<file path="src/rtl/dma_port_arbiter_if.sv">
// dma_port_arbiter_if: requester-side and DMA-side signals of the shared DMA port.
// The master side drives requests and dmaDone; the slave side is the arbiter.
interface dma_port_arbiter_if #(
    parameter int DATA_SIZE = 16,
    parameter int N_REQ = 3
);
    logic enable;
    logic [N_REQ-1:0] req;
    logic [N_REQ-1:0] reqWrite;
    logic [N_REQ*DATA_SIZE-1:0] reqAddr;
    logic [N_REQ*DATA_SIZE-1:0] reqData;
    logic [N_REQ-1:0] grant;
    logic [N_REQ-1:0] reqDone;
    logic reqError;
    logic dmaEnable;
    logic dmaWrite;
    logic [DATA_SIZE-1:0] dmaAddress;
    logic [DATA_SIZE-1:0] dmaInput;
    logic dmaDone;
    logic busy;

    modport master (
        output enable, req, reqWrite, reqAddr, reqData, dmaDone,
        input grant, reqDone, reqError, dmaEnable, dmaWrite, dmaAddress, dmaInput, busy
    );

    modport slave (
        input enable, req, reqWrite, reqAddr, reqData, dmaDone,
        output grant, reqDone, reqError, dmaEnable, dmaWrite, dmaAddress, dmaInput, busy
    );
endinterface

</file>
<file path="src/rtl/dma_port_arbiter.sv">
// dma_port_arbiter: round-robin arbiter sharing one DMA port among N_REQ requesters,
// with a per-access timeout and a one-cycle RELEASE gap between owners.
module dma_port_arbiter #(
    parameter int DATA_SIZE = 16,
    parameter int N_REQ = 3,
    parameter int TIMEOUT = 1024
) (
    input logic clk,
    input logic reset,
    dma_port_arbiter_if.slave bus
);
    localparam int IW = N_REQ > 1 ? $clog2(N_REQ) : 1;
    localparam int CW = $clog2(TIMEOUT) + 1;

    typedef enum logic [1:0] {IDLE, BUSY, RELEASE} state_t;

    state_t state, nextState;
    logic [IW-1:0] lastGrant, pick, idx;
    logic [CW-1:0] timer;
    logic found, start, done, expire;

    // first asserted requester after lastGrant, wrapping modulo N_REQ
    always_comb begin
        found = 1'b0;
        pick = lastGrant;
        idx = '0;
        for (int k = 1; k <= N_REQ; k++) begin
            idx = IW'((int'(lastGrant) + k) % N_REQ);
            if (!found && bus.req[idx]) begin
                found = 1'b1;
                pick = idx;
            end
        end
    end

    always_comb begin
        start = state == IDLE && bus.enable && found;
        done = state == BUSY && bus.dmaDone;
        expire = state == BUSY && !bus.dmaDone && timer == CW'(TIMEOUT - 1);
        nextState = start ? BUSY : (done || expire) ? RELEASE : state == RELEASE ? IDLE : state;
    end

    always_ff @(posedge clk) begin
        if (reset) begin
            state <= IDLE;
            lastGrant <= IW'(N_REQ - 1);
            timer <= '0;
            bus.grant <= '0;
            bus.reqDone <= '0;
            bus.reqError <= 1'b0;
            bus.dmaEnable <= 1'b0;
            bus.dmaWrite <= 1'b0;
            bus.dmaAddress <= '0;
            bus.dmaInput <= '0;
            bus.busy <= 1'b0;
        end else begin
            state <= nextState;
            bus.busy <= nextState != IDLE;
            bus.reqDone <= '0;
            bus.reqError <= 1'b0;
            if (start) begin
                bus.grant <= N_REQ'(1) << pick;
                bus.dmaEnable <= 1'b1;
                bus.dmaWrite <= bus.reqWrite[pick];
                bus.dmaAddress <= bus.reqAddr[pick*DATA_SIZE +: DATA_SIZE];
                bus.dmaInput <= bus.reqData[pick*DATA_SIZE +: DATA_SIZE];
                lastGrant <= pick;
                timer <= '0;
            end else if (done || expire) begin
                // dmaDone outranks a coincident timeout, so reqError only on a pure expiry
                bus.grant <= '0;
                bus.dmaEnable <= 1'b0;
                bus.reqDone <= bus.grant;
                bus.reqError <= expire;
            end else if (state == BUSY) begin
                timer <= timer + CW'(1);
            end
        end
    end
endmodule

</file>
<file path="src/flat_wrapper.sv">
// flat-port wrapper written by rule: the top's interface ports become plain ports
module dma_port_arbiter_flat 
#(
    parameter int DATA_SIZE = 16,
    parameter int N_REQ = 3,
    parameter int TIMEOUT = 1024
)
  (clk, reset, bus_enable, bus_req, bus_reqWrite, bus_reqAddr, bus_reqData, bus_dmaDone, bus_grant, bus_reqDone, bus_reqError, bus_dmaEnable, bus_dmaWrite, bus_dmaAddress, bus_dmaInput, bus_busy);
  dma_port_arbiter_if #(.DATA_SIZE(DATA_SIZE), .N_REQ(N_REQ)) bus_i ();
  input logic clk;
  input logic reset;
  input wire logic [$bits(bus_i.enable)-1:0] bus_enable;
  input wire logic [$bits(bus_i.req)-1:0] bus_req;
  input wire logic [$bits(bus_i.reqWrite)-1:0] bus_reqWrite;
  input wire logic [$bits(bus_i.reqAddr)-1:0] bus_reqAddr;
  input wire logic [$bits(bus_i.reqData)-1:0] bus_reqData;
  input wire logic [$bits(bus_i.dmaDone)-1:0] bus_dmaDone;
  output wire logic [$bits(bus_i.grant)-1:0] bus_grant;
  output wire logic [$bits(bus_i.reqDone)-1:0] bus_reqDone;
  output wire logic [$bits(bus_i.reqError)-1:0] bus_reqError;
  output wire logic [$bits(bus_i.dmaEnable)-1:0] bus_dmaEnable;
  output wire logic [$bits(bus_i.dmaWrite)-1:0] bus_dmaWrite;
  output wire logic [$bits(bus_i.dmaAddress)-1:0] bus_dmaAddress;
  output wire logic [$bits(bus_i.dmaInput)-1:0] bus_dmaInput;
  output wire logic [$bits(bus_i.busy)-1:0] bus_busy;
  assign bus_i.enable = bus_enable;
  assign bus_i.req = bus_req;
  assign bus_i.reqWrite = bus_reqWrite;
  assign bus_i.reqAddr = bus_reqAddr;
  assign bus_i.reqData = bus_reqData;
  assign bus_i.dmaDone = bus_dmaDone;
  assign bus_grant = bus_i.grant;
  assign bus_reqDone = bus_i.reqDone;
  assign bus_reqError = bus_i.reqError;
  assign bus_dmaEnable = bus_i.dmaEnable;
  assign bus_dmaWrite = bus_i.dmaWrite;
  assign bus_dmaAddress = bus_i.dmaAddress;
  assign bus_dmaInput = bus_i.dmaInput;
  assign bus_busy = bus_i.busy;
  dma_port_arbiter #(.DATA_SIZE(DATA_SIZE), .N_REQ(N_REQ), .TIMEOUT(TIMEOUT)) u_core (.clk(clk), .reset(reset), .bus(bus_i));
endmodule
</file>
<file path="config.mk">
export PLATFORM = sky130hd
export DESIGN_NAME = dma_port_arbiter_flat
export DESIGN_NICKNAME = d
export VERILOG_FILES = /design/src/rtl/dma_port_arbiter_if.sv /design/src/rtl/dma_port_arbiter.sv /design/src/flat_wrapper.sv
export SDC_FILE = /design/constraint.sdc
export NUM_CORES = 1
export LEC_CHECK = 0
export CAP_MARGIN = 20
export CELL_PAD_IN_SITES_DETAIL_PLACEMENT = 1
export CELL_PAD_IN_SITES_GLOBAL_PLACEMENT = 1
export CORE_MARGIN = 4
export CORE_UTILIZATION = 34
export CTS_CLUSTER_DIAMETER = 100
export CTS_CLUSTER_SIZE = 40
export DETAILED_ROUTE_END_ITERATION = 16
export GPL_TIMING_DRIVEN = 0
export HOLD_SLACK_MARGIN = 0.08
export PLACE_DENSITY_LB_ADDON = 0.1
export SLEW_MARGIN = 20
export SYNTH_ARGS = -nofsm -noshare
export SYNTH_HDL_FRONTEND = slang
export SYNTH_SLANG_ARGS = --single-unit
</file>
<file path="constraint.sdc">
create_clock -name clk -period 6.95 [get_ports clk]
set_input_delay 1.7375 -clock clk [delete_from_list [all_inputs] [get_ports clk]]
set_output_delay 1.7375 -clock clk [all_outputs]
set_load 0.05 [all_outputs]
</file>
# Word level (Yosys, flattened, before mapping)
# Cells that the tools add are included.
# classes
reduce_logical	17
bitwise	1
n_eq_ne	3
div_mod_pow	3
muxes	21
multipliers	0
addsub	4
shifts	3
magnitude_cmp	4
# ops
cell	count
$mod A32 B3 Y32 const B	3
$shiftx A48 B7 Y16	2
$lt A2 B3 Y1 const B	4
$mux W2	6
$add A11 B1 Y11 const B	1
$eq A11 B10 Y1 const B	1
$mux W1	9
$bmux W1 S2	4
$logic_and A1 B1 Y1	7
$add A2 B2 Y3 const B	2
$mux W3	2
$reduce_bool A2 Y1	2
$add A2 B1 Y3 const B	1
$logic_not A1 Y1	3
$reduce_or A3 Y1	1
$shl A1 B2 Y3 const A	1
$eq A2 B1 Y1 const B	1
$eq A2 B2 Y1 const B	1
$logic_not A2 Y1	1
$reduce_and A2 Y1	1
$reduce_or A2 Y1	1
$logic_or A1 B1 Y1	1
$not A1 Y1	1
# word_totals
latch_bits	0
word_cells	67
regBits	57
romBits	0
out_inout_bits	42
mem_bits_rw	0
n_memories	0
input_bits	106

# Logic depth before layout (Yosys ltp)
# Gate-level depths: netlist of the first run.
# depth
word_depth	14
mapped_depth	11
depth_no_buf	8

# Worst setup path before layout of the first run
# OpenSTA, ideal clock, no wires.
# synth_timing
path_kind	in2reg
start	input bus_req[2]
end	register u_core.bus.dmaAddress[0]
n_path_buf	2
setup_slack_ns	3.754
setup_ns	0.074
required_time_ns	6.876
cell_stages	8
arrival_ns	3.122
path_cell_list	mux2i_2 -> o21ai_2 -> or4_4 -> o21ai_1 -> nand2b_1 -> buf_6 -> buf_8 -> o22ai_2
# synth_between
elab_chain_cells	10
word_cells_on_any_way	18
classes_between	shift (1); mux (12); reduce/logical (5)
# synth_lines
item	line_no	text
start, declared	flat_wrapper.sv:13	input wire logic [$bits(bus_i.req)-1:0] bus_req;
$bmux W1 S2	dma_port_arbiter.sv:29	if (!found && bus.req[idx]) begin
$mux W1 (not written as such)	dma_port_arbiter.sv:29	
$mux W1	dma_port_arbiter.sv:29	
$logic_not A1 Y1	dma_port_arbiter.sv:29	
$logic_and A1 B1 Y1	dma_port_arbiter.sv:29	
$mux W1	dma_port_arbiter.sv:29	
$logic_not A1 Y1	dma_port_arbiter.sv:29	
$logic_and A1 B1 Y1	dma_port_arbiter.sv:29	
$mux W2 or $mux W1 (tied branches)	dma_port_arbiter.sv:29	
$shiftx A48 B7 Y16 or $logic_and A1 B1 Y1 (tied branches)	dma_port_arbiter.sv:65, dma_port_arbiter.sv:37	
end signal, assigned	dma_port_arbiter.sv:65	bus.dmaAddress <= bus.reqAddr[pick*DATA_SIZE +: DATA_SIZE];
end, declared	dma_port_arbiter_if.sv:29	output grant, reqDone, reqError, dmaEnable, dmaWrite, dmaAddress, dmaInput, busy
# Parallel ways exist; a longest one is shown, timed or not. The select of a mux whose other input is x is not followed.
# A chain may end at the register's enable or synchronous reset.

# Final worst setup path of the first run
# layout_timing
start	input bus_req[1]
end	register u_core.bus.dmaAddress[1]
# Same word-level chain as after synthesis.

==> results_dict.tcl, run 1 <==
set metrics [dict create \
    wl_per_cell_um 18.3 \
    clockPowerShare_pct 16.2 \
    grt_remaining_overflow 0 \
    die_y_um 111 \
    fin_tns_setup_ns 0 \
    arrival_ns 4.20 \
    slowest_stage "clkdlybuf4s50_1" \
    synthCells 384 \
    reg2regPathDepth 9 \
    rsz0062_at_grt "false" \
    cts_buffer_depth 2 \
    postCtsSetupBuffers 0 \
    gp_congestion 0.810 \
    ys_types 58 \
    drc 0 \
    async_reset_ff_share_pct 0 \
    status "finished, final reports clean" \
    grt_pass1_vias 3817 \
    worstMarginPinSlew_ns 0.680 \
    finalCritPeriodShare_pct 57.1 \
    critPathMaxFanout 10 \
    cp_data_required_time_ns 7.18 \
    power_leakage_uw 0.00189 \
    whs_path_depth 2 \
    core_mm2 0.0103 \
    antenna_found_initial 0 \
    numCtsBuffers 9 \
    max_cap_viol_count 0 \
    start_util_pct 34.8 \
    antenna_left 0 \
    path_buf_inv 2 \
    setup_viol 0 \
    syn_area_mm2 0.00359 \
    synth_top_area_cell "dfxtp_1" \
    postCtsHoldBufs 0 \
    insertion_delay_ns 0.34 \
    syn_area_per_cell_um2 9.36 \
    max_freq_mhz 252 \
    hpwl_mm 9.58 \
    cts_sinks 57 \
    end_kind "register" \
    ir_drop_uv 195 \
    drive_above_1_share_pct 20.3 \
    seq_power_share_pct 22.5 \
    root_buffer "clkbuf_8" \
    start_kind "input pin" \
    cp_top_family "buffers and inverters" \
    maxSlewViolCount 0 \
    grt_pass1_wl_mm 20.6 \
    p_int_uw 1220 \
    crit_cells 8 \
    h-tree-depth 3 \
    wl_mm 12.5 \
    yosysTopAreaCellShare_pct 31.7 \
    grt_use_total_pct 20.6 \
    max_slew_margin_pct 54.4 \
    drt_iter0_drc 186 \
    synth_nets 494 \
    die_w_um 111 \
    synth_edf_count 0 \
    hold_path.class "register to register" \
    port_buffers 147 \
    p_sw_uw 1140 \
    fin_crit_ns 3.97 \
    finalNetCount 652 \
    finalHoldViolations 0 \
    synthFlopType "dfxtp_1" \
    clk_pin_slew_worst_paths_ns 0.07 \
    crit_type "input pin to register" \
    cts_tree "yes" \
    nFillCells 1191 \
    cts_resized 0 \
    io_pins 148 \
    combPwrFrac_pct 61.3 \
    viasPerCell 5.22 \
    yosysWarnings 0 \
    p_total_uw 2350 \
    syn2layout_area_growth_pct 52.2 \
    fin_skew_ns 0.0125 \
    vias 3567 \
    die-area_mm2 0.0123 \
    cp_slowest_stage_delay_ns 0.58 \
    power.density_mw_per_mm2 430 \
    num_rows 37 \
    synth.ff_latch_count 57 \
    drt_first_pass_iters 4 \
    ys_seq_area_share_pct 31.7 \
    swShare_pct 48.2 \
    diodes 0 \
    synth_area_leaders "dfxtp_1 32%, o22ai_2 11%, a22oi_2 10%" \
    crit_chain "clkdlybuf4s50_1, mux2i_2, o21ai_2, a31oi_1, clkbuf_1, nand3b_1, a22oi_2, o22ai_2" \
    grt_max_degree 11 \
]
per-layer routing:
layer	up-vias	GRT usage, %	wire [um]
met5	-	0	0
met4	0	6.40	207
met3	13	3.88	552
met2	94	34.8	6200
met1	1724	26.4	5540
li1	1736	-	-
power by group through the flow:
stage / Clock (uW) / Combinational, uW / Sequential, uW
2_1_floorplan: 0 / 657 / 877
3_3_place_gp: 0 / 1430 / 531
3_5_place_dp: 0 / 1450 / 538
4_1_cts: 392 / 1460 / 530
5_1_grt: 407 / 1540 / 546
6_report: 382 / 1440 / 530
tightest hold or removal path: stages, from the launching register on:
cell,delay (ns)
dfxtp_1,0.31
nand2_1,0.05
a21oi_1,0.03
worst paths after layout:
kind	slack, ns	end	from
setup / recovery	2.98	u_core.bus.dmaAddress[1]$_SDFFE_PP0P_	bus_req[1]
hold / removal	0.44	u_core.timer[10]$_SDFFE_PP0P_	u_core.timer[10]$_SDFFE_PP0P_
setup reg to reg	4.02	u_core.bus.dmaAddress[1]$_SDFFE_PP0P_	u_core.lastGrant[0]$_SDFFE_PP0P_
hold reg to reg	0.44	u_core.timer[10]$_SDFFE_PP0P_	u_core.timer[10]$_SDFFE_PP0P_
cell usage in the layout (no fill, tap or decap), types with 4 or more instances in the layout:
| cell | synthesis | routed |
|---|---|---|
| a22oi_2 | 30 | 30 |
| a31oi_1 | 5 | 5 |
| a22oi_1 | 5 | 5 |
| and2_1 | 4 | 4 |
| o21ai_0 | 37 | 37 |
| nand3_1 | 4 | 4 |
| inv_1 | 8 | 8 |
| a21oi_1 | 11 | 11 |
| clkbuf_8 | 3 | 12 |
| nand2b_1 | 7 | 7 |
| clkbuf_1 | 12 | 14 |
| o22ai_2 | 31 | 31 |
| nor2_1 | 54 | 54 |
| dfxtp_1 | 57 | 57 |
| clkdlybuf4s50_1 | 0 | 147 |
| nand3b_1 | 34 | 34 |
| buf_2 | 4 | 4 |
| ha_1 | 4 | 4 |
| buf_8 | 4 | 4 |
| nand2_1 | 13 | 13 |
flip-flops by register name, summed over array words and instances, names as in the netlist:
signal / count
u_core.timer: 11
u_core.bus.grant: 3
u_core.bus.dmaWrite: 1
u_core.bus.reqDone: 3
u_core.bus.dmaAddress: 16
u_core.bus.dmaEnable: 1
u_core.bus.dmaInput: 16
u_core.state: 2
u_core.lastGrant: 2
u_core.bus.busy: 1
u_core.bus.reqError: 1
through the flow:
stage	instances	setup WS, ns	util [%]	hold WS, ns	cell area, um2
after floorplan	384	3.75	-	0.412	3590
after global placement	667	2.71	50.7	0.420	5240
after detailed placement	667	2.63	50.7	0.433	5240
after CTS	683	2.98	53.0	0.446	5470
after global routing	683	2.81	53.0	0.486	5470
final	683	2.98	53.0	0.437	5470
cells by family (layout without fill, tap and decap cells):
family                   Yosys count  count (layout)  share of synthesized area (%)
buffers and inverters             36             199                           7.52
multiplexers                       4               4                           1.50
AO/OA/AOI/OAI                    140             140                           35.4
AND/OR/NAND/NOR                  137             137                           21.0
adder cells (fa/ha/maj)            4               4                           1.39
XOR/XNOR                           6               6                           1.46
flip-flops                        57              57                           31.7
cell type report:
type / count / area (um2) / share of cell area, %
multi-input cells: 291 / 2180 / 39.9
repair buffers: 147 / 1470 / 26.9
flip-flops and latches: 57 / 1140 / 20.9
plain buffers: 28 / 240 / 4.39
well taps: 136 / 170 / 3.11
clock buffers: 11 / 131 / 2.40
clock inverters: 5 / 104 / 1.90
inverters: 8 / 30.0 / 0.549
synthesized netlist by cell type, types with 4 or more instances:
cell / n
clkbuf_1: 12
a21oi_1: 11
o21ai_0: 37
nand3b_1: 34
buf_2: 4
o22ai_2: 31
inv_1: 8
nand3_1: 4
nand2b_1: 7
ha_1: 4
nand2_1: 13
buf_8: 4
nor2_1: 54
a22oi_2: 30
dfxtp_1: 57
a31oi_1: 5
a22oi_1: 5
and2_1: 4
(Power assumes the default switching activity.)
==> run 2: changes to the inputs <==
Settings changed: CORE_UTILIZATION 34 to 32.
Clock period 6.95 ns to 4 ns, I/O delays scaled along.
==> run 2 against run 1 <==
  * Clock power grew 110%
  * Final cell count up 0.59%
  * Largest power group unchanged
  * Largest cell class unchanged
  * Worst hold slack improved by 0.0031 ns
==> results_dict.tcl, run 2 (synthesized netlist as in run 1, its figures left out) <==
set metrics [dict create \
    cts_buffer_depth 2 \
    whs_path_depth 2 \
    slowest_stage "clkdlybuf4s50_1" \
    drt_iter0_drc 158 \
    finalCritPeriodShare_pct 81.0 \
    drive_above_1_share_pct 20.3 \
    nFillCells 1264 \
    numCtsBuffers 9 \
    antenna_left 0 \
    final_cell_area_mm2 0.00555 \
    p_sw_uw 2000 \
    drc 0 \
    critPathMaxFanout 10 \
    fin_ws_ns 0.761 \
    min_to "u_core.timer[10]$_SDFFE_PP0P_" \
    wl_mm 12.7 \
    swShare_pct 47.2 \
    power_leakage_uw 0.00193 \
    die_y_um 114 \
    grt_remaining_overflow 0 \
    drt_first_pass_iters 4 \
    cts_resized 0 \
    max_cap_viol_count 0 \
    ir_drop_uv 307 \
    start_util_pct 32.9 \
    viasPerCell 5.25 \
    cp_data_required_time_ns 4.26 \
    clockPowerShare_pct 19.0 \
    worstMarginPinSlew_ns 0.649 \
    io_pins 148 \
    antenna_found_initial 0 \
    fin_tns_setup_ns 0 \
    port_buffers 147 \
    grt_use_total_pct 19.7 \
    clk_pin_slew_worst_paths_ns 0.05 \
    num_rows 38 \
    grt_max_degree 11 \
    root_buffer "clkbuf_16" \
    insertion_delay_ns 0.33 \
    rrSetupSlack_ns 1.08 \
    max_slew_margin_pct 56.5 \
    power.density_mw_per_mm2 763 \
    maxSlewViolCount 0 \
    cp_slowest_stage_delay_ns 0.56 \
    end_kind "register" \
    combPwrFrac_pct 59.3 \
    die_w_um 114 \
    postCtsHoldBufs 0 \
    cts_tree "yes" \
    diodes 0 \
    arrival_ns 3.50 \
    crit_chain "clkdlybuf4s50_1, mux2i_2, o21a_2, a311oi_1, o21ai_2, clkbuf_1, nor2_1, o22ai_2" \
    hpwl_mm 9.55 \
    finalHoldViolations 0 \
    holdWs_ns 0.440 \
    vias 3607 \
    hold_path.class "register to register" \
    gp_congestion 0.850 \
    crit_type "input pin to register" \
    core_mm2 0.0109 \
    placed_cell_area_mm2 0.00524 \
    reg2reg_to "u_core.bus.dmaAddress[12]$_SDFFE_PP0P_" \
    grt_pass1_wl_mm 20.3 \
    fin_crit_ns 3.24 \
    status "finished, final reports clean" \
    most-common-layout-cells "147 x clkdlybuf4s50_1, 57 x dfxtp_1, 54 x nor2_1, 37 x o21ai_0, 34 x nand3b_1" \
    finalNetCount 652 \
    syn2layout_area_growth_pct 54.4 \
    reg2regPathDepth 9 \
    reg_top3 "u_core.bus.dmaAddress x16, u_core.bus.dmaInput x16, u_core.timer x11" \
    reg2reg_from "u_core.lastGrant[0]$_SDFFE_PP0P_" \
    hp-start "u_core.timer[10]$_SDFFE_PP0P_" \
    h-tree-depth 3 \
    layout_commonest_cell "clkdlybuf4s50_1" \
    p_int_uw 2240 \
    die-area_mm2 0.0130 \
    start_kind "input pin" \
    post-place-ws_ns 0.451 \
    setup_viol 0 \
    rsz0062_at_grt "false" \
    grt_pass1_vias 3960 \
    cts_sinks 57 \
    seq_power_share_pct 21.8 \
    max_freq_mhz 309 \
    wl_per_cell_um 18.4 \
    postCtsSetupBuffers 0 \
    fin_skew_ns 0.00571 \
]
-- run 2: power groups by stage --
| stage | Clock, uW | Sequential [uW] | Combinational [uW] |
|---|---|---|---|
| global route | 848 | 950 | 2690 |
| floorplan | 0 | 1520 | 1140 |
| CTS | 824 | 926 | 2540 |
| global placement | 0 | 920 | 2490 |
| finish | 803 | 923 | 2510 |
| detailed placement | 0 | 936 | 2520 |
-- run 2: critical path: cells and delay by family --
family	cells	cell delay, ns
buf+inv	2	1.09
compound gates	4	0.96
mux	1	0.30
simple gates	1	0.14
-- run 2: layout make-up --
| cell class | instances | area, um2 | area share, % |
|---|---|---|---|
| multi-input cells | 291 | 2180 | 39.3 |
| repair buffers | 147 | 1470 | 26.5 |
| flip-flops and latches | 57 | 1140 | 20.6 |
| clock buffers | 14 | 274 | 4.94 |
| plain buffers | 28 | 240 | 4.33 |
| well taps | 140 | 175 | 3.16 |
| clock inverters | 2 | 35.0 | 0.631 |
| inverters | 8 | 30.0 | 0.541 |
-- run 2: worst max-delay path by stage --
stage / start / to / slack, ns / cells past startpoint
after floorplan: bus_req[2] / u_core.bus.dmaAddress[0]$_SDFFE_PP0P_ / 1.54 / 8
after global placement: bus_req[1] / u_core.bus.dmaInput[1]$_SDFFE_PP0P_ / 0.46 / 8
after detailed placement: bus_req[2] / u_core.bus.dmaInput[10]$_SDFFE_PP0P_ / 0.45 / 8
after CTS: bus_req[2] / u_core.bus.dmaWrite$_SDFFE_PP0P_ / 0.76 / 8
after global routing: bus_req[1] / u_core.bus.dmaAddress[13]$_SDFFE_PP0P_ / 0.55 / 8
final: bus_req[1] / u_core.bus.dmaAddress[12]$_SDFFE_PP0P_ / 0.76 / 8
-- run 2: through the flow --
| step | power [uW] | std cells | util [%] |
|---|---|---|---|
| finish | 4240 | 687 | 50.8 |
| detailed placement | 3460 | 671 | 47.9 |
| global placement | 3410 | 671 | 47.9 |
| CTS | 4290 | 687 | 50.8 |
| floorplan | 2660 | 384 | - |
| global route | 4480 | 687 | 50.8 |
-- run 2: metal layers --
metal	up-vias	track usage [%]	routed length, um
met2	97	34.7	6380
met1	1754	23.5	5370
li1	1744	-	-
met5	-	0	0
met4	0	7.52	184
met3	12	4.19	719
